**config.mk**
```make
export PLATFORM = sky130hd
export DESIGN_NAME = hazard5_muldiv_issue_flat
export DESIGN_NICKNAME = d
export VERILOG_FILES = /design/src/rtl/hazard5_muldiv_issue_pkg.sv /design/src/rtl/hazard5_muldiv_issue_if.sv /design/src/rtl/hazard5_muldiv_issue.sv /design/src/flat_wrapper.sv
export SDC_FILE = /design/constraint.sdc
export NUM_CORES = 1
export LEC_CHECK = 0
export ABC_AREA = 1
export ABC_CLOCK_PERIOD_IN_PS = 2800
export CORE_UTILIZATION = 39
export CTS_BUF_LIST = sky130_fd_sc_hd__clkbuf_4
export CTS_CLUSTER_DIAMETER = 40
export CTS_CLUSTER_SIZE = 30
export DETAILED_ROUTE_END_ITERATION = 10
export PLACE_DENSITY = 0.83
export SLEW_MARGIN = 40
export SYNTH_ARGS = -nofsm -noshare
export SYNTH_HDL_FRONTEND = slang
export SYNTH_SLANG_ARGS = --single-unit
```
**constraint.sdc**
```tcl
create_clock -name clk -period 2.8 [get_ports clk]
set_input_delay 0.28 -clock clk [delete_from_list [all_inputs] [get_ports clk]]
set_output_delay 0.28 -clock clk [all_outputs]
set_load 0.01 [all_outputs]
```
**src/rtl/hazard5_muldiv_issue_pkg.sv**
```systemverilog
// Shared RV32M op encodings and result-half decode for the muldiv issue stage and sequencer.
package hazard5_muldiv_issue_pkg;

  localparam int unsigned XLEN_DEFAULT = 32;
  localparam int unsigned OP_W         = 3;

  typedef logic [OP_W-1:0] md_op_t;

  localparam md_op_t M_OP_MUL    = 3'd0;
  localparam md_op_t M_OP_MULH   = 3'd1;
  localparam md_op_t M_OP_MULHSU = 3'd2;
  localparam md_op_t M_OP_MULHU  = 3'd3;
  localparam md_op_t M_OP_DIV    = 3'd4;
  localparam md_op_t M_OP_DIVU   = 3'd5;
  localparam md_op_t M_OP_REM    = 3'd6;
  localparam md_op_t M_OP_REMU   = 3'd7;

  // High half carries mulh*/rem*, low half carries mul/div*.
  function automatic logic op_sel_high(input md_op_t op);
    return (op != M_OP_MUL) && (op != M_OP_DIV) && (op != M_OP_DIVU);
  endfunction

  function automatic logic op_is_div(input md_op_t op);
    return op[2];
  endfunction

endpackage

```
**src/rtl/hazard5_muldiv_issue_if.sv**
```systemverilog
// Pipeline-side and sequencer-side signals of the muldiv issue stage.
interface hazard5_muldiv_issue_if #(
  parameter int unsigned XLEN = 32
);
  import hazard5_muldiv_issue_pkg::*;

  logic            x_valid;
  md_op_t          x_op;
  logic [XLEN-1:0] x_a;
  logic [XLEN-1:0] x_b;
  logic            x_flush;
  logic            x_stall;
  logic [XLEN-1:0] x_result;
  logic            x_result_vld;

  md_op_t          md_op;
  logic            md_op_vld;
  logic            md_op_rdy;
  logic            md_op_force;
  logic [XLEN-1:0] md_op_a;
  logic [XLEN-1:0] md_op_b;
  logic [XLEN-1:0] md_result_h;
  logic [XLEN-1:0] md_result_l;
  logic            md_result_vld;

  modport master (
    input  x_valid, x_op, x_a, x_b, x_flush,
    input  md_op_rdy, md_result_h, md_result_l, md_result_vld,
    output x_stall, x_result, x_result_vld,
    output md_op, md_op_vld, md_op_force, md_op_a, md_op_b
  );

  modport slave (
    output x_valid, x_op, x_a, x_b, x_flush,
    output md_op_rdy, md_result_h, md_result_l, md_result_vld,
    input  x_stall, x_result, x_result_vld,
    input  md_op, md_op_vld, md_op_force, md_op_a, md_op_b
  );

endinterface

```
**src/rtl/hazard5_muldiv_issue.sv**
```systemverilog
// Execute-stage front end for hazard5_muldiv_seq: issue, stall, half-select and flush/abort.
// Optional HAZARD5_MULDIV_REUSE_EN: fused-pair reuse of the other half of the last result.
module hazard5_muldiv_issue
  import hazard5_muldiv_issue_pkg::*;
#(
  parameter int unsigned XLEN = XLEN_DEFAULT
) (
  input  logic                   clk,
  input  logic                   rst,
  hazard5_muldiv_issue_if.master bus
);

  typedef enum logic [1:0] {
    S_IDLE  = 2'd0,
    S_ISSUE = 2'd1,
    S_WAIT  = 2'd2,
    S_DONE  = 2'd3
  } state_t;

  state_t          state;
  state_t          state_nxt;

  md_op_t          op_q;
  logic [XLEN-1:0] a_q;
  logic [XLEN-1:0] b_q;
  logic [XLEN-1:0] result_q;
  logic            result_vld_q;

  logic            latch_c;
  logic            capture_c;
  logic            reuse_take_c;
  logic            reuse_hit_c;
  logic [XLEN-1:0] reuse_result_c;
  logic            md_op_vld_c;
  logic            md_op_force_c;
  logic            x_stall_c;

  always_ff @(posedge clk) begin
    if (rst) state <= S_IDLE;
    else     state <= state_nxt;
  end

  always_comb begin
    state_nxt     = state;
    latch_c       = 1'b0;
    capture_c     = 1'b0;
    reuse_take_c  = 1'b0;
    md_op_vld_c   = 1'b0;
    md_op_force_c = 1'b0;
    x_stall_c     = 1'b0;
    if (rst) begin
      state_nxt = S_IDLE;
    end else begin
      x_stall_c = bus.x_valid && !bus.x_flush && (state != S_DONE);
      case (state)
        S_IDLE: begin
          if (bus.x_valid && !bus.x_flush) begin
            if (reuse_hit_c) begin
              reuse_take_c = 1'b1;
              state_nxt    = S_DONE;
            end else begin
              latch_c   = 1'b1;
              state_nxt = S_ISSUE;
            end
          end
        end
        S_ISSUE: begin
          if (bus.x_flush) begin
            state_nxt = S_IDLE;
          end else begin
            md_op_vld_c = 1'b1;
            if (bus.md_op_rdy) state_nxt = S_WAIT;
          end
        end
        S_WAIT: begin
          // Flush wins over a result arriving in the same cycle.
          if (bus.x_flush) begin
            md_op_force_c = 1'b1;
            state_nxt     = S_IDLE;
          end else if (bus.md_result_vld) begin
            capture_c = 1'b1;
            state_nxt = S_DONE;
          end
        end
        S_DONE: begin
          state_nxt = S_IDLE;
        end
        default: begin
          state_nxt = S_IDLE;
        end
      endcase
    end
  end

  // Issue operands and the selected result half.
  always_ff @(posedge clk) begin
    if (rst) begin
      op_q         <= M_OP_MUL;
      a_q          <= '0;
      b_q          <= '0;
      result_q     <= '0;
      result_vld_q <= 1'b0;
    end else begin
      if (latch_c) begin
        op_q <= bus.x_op;
        a_q  <= bus.x_a;
        b_q  <= bus.x_b;
      end
      if (capture_c) begin
        result_q <= op_sel_high(op_q) ? bus.md_result_h : bus.md_result_l;
      end else if (reuse_take_c) begin
        result_q <= reuse_result_c;
      end
      result_vld_q <= (state_nxt == S_DONE);
    end
  end

`ifdef HAZARD5_MULDIV_REUSE_EN
  logic            reuse_vld_q;
  md_op_t          reuse_op_q;
  logic [XLEN-1:0] reuse_a_q;
  logic [XLEN-1:0] reuse_b_q;
  logic [XLEN-1:0] reuse_h_q;
  logic [XLEN-1:0] reuse_l_q;

  // MUL after any MULH*, or DIV<->REM / DIVU<->REMU, on identical operands.
  always_comb begin
    reuse_hit_c = reuse_vld_q && (bus.x_a == reuse_a_q) && (bus.x_b == reuse_b_q) &&
                  (((bus.x_op == M_OP_MUL) && !op_is_div(reuse_op_q) && (reuse_op_q != M_OP_MUL)) ||
                   (op_is_div(bus.x_op) && op_is_div(reuse_op_q) &&
                    (bus.x_op[0] == reuse_op_q[0]) && (bus.x_op[1] != reuse_op_q[1])));
    reuse_result_c = op_sel_high(bus.x_op) ? reuse_h_q : reuse_l_q;
  end

  always_ff @(posedge clk) begin
    if (rst) begin
      reuse_vld_q <= 1'b0;
      reuse_op_q  <= M_OP_MUL;
      reuse_a_q   <= '0;
      reuse_b_q   <= '0;
      reuse_h_q   <= '0;
      reuse_l_q   <= '0;
    end else if (bus.x_flush) begin
      reuse_vld_q <= 1'b0;
    end else if (capture_c) begin
      reuse_vld_q <= 1'b1;
      reuse_op_q  <= op_q;
      reuse_a_q   <= a_q;
      reuse_b_q   <= b_q;
      reuse_h_q   <= bus.md_result_h;
      reuse_l_q   <= bus.md_result_l;
    end
  end
`else
  assign reuse_hit_c    = 1'b0;
  assign reuse_result_c = '0;
`endif

  assign bus.x_stall      = x_stall_c;
  assign bus.x_result     = result_q;
  assign bus.x_result_vld = result_vld_q;
  assign bus.md_op        = op_q;
  assign bus.md_op_vld    = md_op_vld_c;
  assign bus.md_op_force  = md_op_force_c;
  assign bus.md_op_a      = a_q;
  assign bus.md_op_b      = b_q;

endmodule

```
**src/flat_wrapper.sv**
```systemverilog
// flat-port wrapper written by rule: the top's interface ports become plain ports
module hazard5_muldiv_issue_flat import hazard5_muldiv_issue_pkg::*;
#(
  parameter int unsigned XLEN = XLEN_DEFAULT
)
  (clk, rst, bus_x_valid, bus_x_op, bus_x_a, bus_x_b, bus_x_flush, bus_md_op_rdy, bus_md_result_h, bus_md_result_l, bus_md_result_vld, bus_x_stall, bus_x_result, bus_x_result_vld, bus_md_op, bus_md_op_vld, bus_md_op_force, bus_md_op_a, bus_md_op_b);
  hazard5_muldiv_issue_if #(.XLEN(XLEN)) bus_i ();
  input  logic clk;
  input  logic rst;
  input wire logic [$bits(bus_i.x_valid)-1:0] bus_x_valid;
  input wire logic [$bits(bus_i.x_op)-1:0] bus_x_op;
  input wire logic [$bits(bus_i.x_a)-1:0] bus_x_a;
  input wire logic [$bits(bus_i.x_b)-1:0] bus_x_b;
  input wire logic [$bits(bus_i.x_flush)-1:0] bus_x_flush;
  input wire logic [$bits(bus_i.md_op_rdy)-1:0] bus_md_op_rdy;
  input wire logic [$bits(bus_i.md_result_h)-1:0] bus_md_result_h;
  input wire logic [$bits(bus_i.md_result_l)-1:0] bus_md_result_l;
  input wire logic [$bits(bus_i.md_result_vld)-1:0] bus_md_result_vld;
  output wire logic [$bits(bus_i.x_stall)-1:0] bus_x_stall;
  output wire logic [$bits(bus_i.x_result)-1:0] bus_x_result;
  output wire logic [$bits(bus_i.x_result_vld)-1:0] bus_x_result_vld;
  output wire logic [$bits(bus_i.md_op)-1:0] bus_md_op;
  output wire logic [$bits(bus_i.md_op_vld)-1:0] bus_md_op_vld;
  output wire logic [$bits(bus_i.md_op_force)-1:0] bus_md_op_force;
  output wire logic [$bits(bus_i.md_op_a)-1:0] bus_md_op_a;
  output wire logic [$bits(bus_i.md_op_b)-1:0] bus_md_op_b;
  assign bus_i.x_valid = bus_x_valid;
  assign bus_i.x_op = bus_x_op;
  assign bus_i.x_a = bus_x_a;
  assign bus_i.x_b = bus_x_b;
  assign bus_i.x_flush = bus_x_flush;
  assign bus_i.md_op_rdy = bus_md_op_rdy;
  assign bus_i.md_result_h = bus_md_result_h;
  assign bus_i.md_result_l = bus_md_result_l;
  assign bus_i.md_result_vld = bus_md_result_vld;
  assign bus_x_stall = bus_i.x_stall;
  assign bus_x_result = bus_i.x_result;
  assign bus_x_result_vld = bus_i.x_result_vld;
  assign bus_md_op = bus_i.md_op;
  assign bus_md_op_vld = bus_i.md_op_vld;
  assign bus_md_op_force = bus_i.md_op_force;
  assign bus_md_op_a = bus_i.md_op_a;
  assign bus_md_op_b = bus_i.md_op_b;
  hazard5_muldiv_issue #(.XLEN(XLEN)) u_core (.clk(clk), .rst(rst), .bus(bus_i));
endmodule
```
**Word-level counts from Yosys, hierarchy flattened**

Cells that the tools add are included.

- Output and inout bits: 103
- Register bits: 102
- Logic and storage cells: 43
- Input bits: 137

- Mux-type cells: 23
- Reduce and logical (&&, ||, !) cells: 7
- Eq/ne operators: 7

Operators with widths:

| kind | count |
|---|---|
| two-way mux 32 bit | 2 |
| two-way mux 1 bit | 14 |
| two-way mux 2 bit | 6 |
| one-hot mux 2 bit (4 select lines) | 1 |
| == test 2 bit (second input constant) | 3 |
| inequality test 3 bit (second input constant) | 2 |
| logical AND 1 bit | 4 |
| nonzero test 3 bit | 1 |
| == test 2 x 1 -> 1 bit (second input constant) | 1 |
| zero test 2 bit | 1 |
| inequality test 2 bit (second input constant) | 1 |
| zero test 1 bit | 1 |

**Longest topological paths before layout**

- Depth after elaboration: 6
- Gate-level depth with buffers: 9

**Worst setup path after synthesis**

OpenSTA, ideal clock, no wires.

- Path type: reg2reg
- From: register u_core.op_q[2], in the netlist u_core.bus.md_op[2]
- To: register u_core.result_q[17], in the netlist u_core.bus.x_result[17]
- Library setup time: 0.109 ns
- Stages on the path, launching flop included: 10
- Slack: 1.576 ns
- Data arrival time: 1.115 ns
- Buffers on the path: 2
- Cells stage by stage: dfxtp_1 inv_1 nand2_2 nand2_1 buf_4 buf_4 nand2_1 nand3_1 nand2_1 inv_1

- Word-level cells in the longest chain between the ends: 5
- Elaborated cells between the ends (all ways): 7

Ends and longest elaborated chain:

| what | RTL line | text |
|---|---|---|
| start, declared | hazard5_muldiv_issue.sv:23 | `md_op_t op_q;` |
| start signal, assigned | hazard5_muldiv_issue.sv:105 | `op_q <= bus.x_op;` |
| inequality test 3 bit / nonzero test 3 bit (equally long branches) | hazard5_muldiv_issue_pkg.sv:20 | `return (op != M_OP_MUL) && (op != M_OP_DIV) && (op != M_OP_DIVU);` |
| logical AND 1 bit | hazard5_muldiv_issue_pkg.sv:20 |  |
| logical AND 1 bit (*) | hazard5_muldiv_issue_pkg.sv:20 |  |
| two-way mux 32 bit (*) | hazard5_muldiv_issue.sv:110 | `result_q <= op_sel_high(op_q) ? bus.md_result_h : bus.md_result_l;` |
| two-way mux 32 bit (*) | hazard5_muldiv_issue.sv:109 | `if (capture_c) begin` |
| end signal, assigned | hazard5_muldiv_issue.sv:110 |  |
| end signal, assigned | hazard5_muldiv_issue.sv:112 | `result_q <= reuse_result_c;` |
| end, declared | hazard5_muldiv_issue.sv:26 | `logic [XLEN-1:0] result_q;` |

Every way passes the cells marked *; elsewhere a longest branch is shown, timed or not. The select of a mux whose other input is x is not followed.
A chain may end at the register's enable or synchronous reset.

**Final worst setup path**

- From: input port bus_x_flush
- To: output port bus_x_stall

- Word-level cells in the longest chain between the ends: 4

Ends and longest elaborated chain:

| what | RTL line | text |
|---|---|---|
| start, declared | flat_wrapper.sv:14 | `input wire logic [$bits(bus_i.x_flush)-1:0] bus_x_flush;` |
| zero test 1 bit | hazard5_muldiv_issue.sv:54 | `x_stall_c = bus.x_valid && !bus.x_flush && (state != S_DONE);` |
| logical AND 1 bit (2 in series) | hazard5_muldiv_issue.sv:54 |  |
| two-way mux 1 bit | hazard5_muldiv_issue.sv:51 | `if (rst) begin` |
| end, declared | flat_wrapper.sv:19 | `output wire logic [$bits(bus_i.x_stall)-1:0] bus_x_stall;` |

No other way between the ends.

==> flow_summary.ini <==
[setup_path]
start_kind = primary input
rrSetupSlack_ns = 1.00
worstSetupEndpointType = output port
critical_path_class = primary input to output port
required_ns = 2.52
cp_max_fo = 4
arrival_ns = 1.81

[finish]
layout.nets = 923
n_antenna_cell = 0
layoutNonFillerInstCount = 927
fin_area_sq_mm = 0.006609
area_growth_syn_to_layout_pct = 61.23
drive_gt1_share_pct = 4.172
n_fill_cell = 883

[clock_network]
worstSkewPairLatency_ns = 0.46
cts_tree = built
post_cts_resized = 0
cts_root_buf = clkbuf_4
clock_sinks = 102
cts_buffer_depth = 2
cts_buffers = 9
path_clk_slew_ns = 0.18
cts_hold_buf = 0
post_cts_buffers = 0
htreeDepth = 3

[logic_synthesis]
netlist_top_cells_count = nor2_1, dfxtp_1, nand2_1, o21ai_0, nand3_1
synth_area_sq_mm = 0.004099
synth_seq_area_share_pct = 49.82
synth-edff-count = 0
syn-num-nets = 704
syn_area_per_cell_sq_um = 7.229
yosys.area.top_type_share_pct = 49.82
yosysUniqueCellTypes = 19
ys_ff_latch = 102
yosysMostFrequentCell = nor2_1
synthArstFlopShare_pct = 0
synth_cells = 567
yosys.area.top_type = dfxtp_1
synth_flop_cell = dfxtp_1
synth_warnings = 0
synth_area_leaders = dfxtp_1, nor2_1, nand2_1

[grt]
grt_pass1_wl_um = 20760
gr-total-overflow = 0
grt_max_degree = 100
antenna_found_initial = 0
grt_pass1_vias = 4363
grt_use_total_pct = 23.61

[sta]
worst_slack_ns = 0.7093
setup_viol = 0
worstMarginPinSlew_ns = 0.7051
setup_tns_ns = 0
fin_skew_ns = 0.02361
hold_viol_final = 0
fin_crit_sh_pct = 74.67
slew_headroom_pct = 52.88
slew_viol_final = 0
fmax_ghz = 0.4783
fin_crit_ns = 2.091
rsz0062_at_grt = no

[die]
die_w_um = 104.5
die_y_um = 104.5
ios = 240
die_area_sq_mm = 0.01092
rows = 37
core_region_area_sq_mm = 0.01028
start_util_pct = 39.88

[detailed_routing]
ant_nets = 0
route.detailed.drc = 0
drt_iter0_markers = 294
drt-total-wl_um = 12910
drt_pass1_iterations = 4
viasPerCell = 4.851
wl_per_cell_um = 13.93
vias = 4497

[placed_design]
placed_cell_area_sq_mm = 0.006475
post-place-ws_ns = 0.6357
dp_hpwl_um = 9112
io_buffer_count = 239
dp_cells = 911
gp_congestion = 0.8446

[worst_hold_path]
min_path_type = primary input to flip-flop

[job]
cap_violations = 0

[pwr]
leakage_nw = 2.752
irDropWorstVdd_uv = 304.0
pwr_density_cell_mw_per_mm2 = 441.3

[run_status]
status = completed
[routing by layer]
metal  up-vias  track usage, %  wire length, um
li1       2218               -                -
met1      2066           26.44             5056
met2       176           40.82             6374
met3        37           6.516              963
met4         0           12.04              518
met5         -               0                0
[cell type report]
type	count	area (sq um)	area share, %
Clock buffer	9	67.56	1.022
Clock inverter	7	62.56	0.9466
Inverter	40	152.6	2.310
Multi-Input combinational cell	389	1668	25.24
Sequential cell	102	2042	30.90
Tap cell	136	170.2	2.575
Timing Repair Buffer	244	2446	37.01
[sequential cells by signal, summed over array words and instances (netlist names)]
register	flops
u_core.bus.x_result	32
u_core.bus.md_op_b	32
u_core.state	2
u_core.bus.md_op	3
u_core.bus.x_result_vld	1
u_core.bus.md_op_a	32
[worst paths after layout]
| kind | from | endpoint | cells after the start |
|---|---|---|---|
| hold / removal | bus_x_b[16] | u_core.bus.md_op_b[16]$_SDFFE_PP0P_ | 3 |
| setup reg to reg | u_core.bus.md_op[2]$_SDFFE_PP0P_ | u_core.bus.x_result[12]$_SDFFE_PP0P_ | 7 |
| hold reg to reg | u_core.bus.x_result[30]$_SDFFE_PP0P_ | u_core.bus.x_result[30]$_SDFFE_PP0P_ | 2 |
| setup / recovery | bus_x_flush | bus_x_stall | 5 |
[kinds of logic after synthesis]
| family | Yosys count | synth area share, % |
|---|---|---|
| flops | 102 | 49.82 |
| compound gates | 94 | 11.63 |
| simple gates | 295 | 29.06 |
| buf+inv | 76 | 9.493 |
[layout by cell type (no fill, tap or decap), drive strengths merged]
cell / instances
nor3: 2
clkdlybuf4s50: 239
nor2: 162
clkbuf: 9
nand3: 43
nand2: 88
a211oi: 1
clkinv: 2
inv: 45
dfxtp: 102
a21oi: 1
buf: 5
o21ai: 92
[where the power goes]
part	leakage (nW)	internal, W	switching [W]	total [W]
registers	0.834	0.00153	0.0000387	0.00156
logic	1.84	0.000350	0.000260	0.000611
clock network	0.0751	0.000206	0.000536	0.000742
[metrics by stage]
step           hold WS [ns]  util (%)  power, W
2_1_floorplan        0.3424         -  0.001833
3_3_place_gp         0.4591     62.98  0.002187
3_5_place_dp         0.4645     63.00  0.002201
4_1_cts              0.3537     64.27  0.002944
5_1_grt              0.3378     64.30  0.003070
6_report             0.3811     64.30  0.002917
[critical path, cell delays in order]
cell and delay (ns):
clkdlybuf4s50_1 0.46, inv_2 0.13, nand2_2 0.09, a211oi_1 0.24
clkdlybuf4s50_1 0.61
Power figures use the tool's default switching activity.
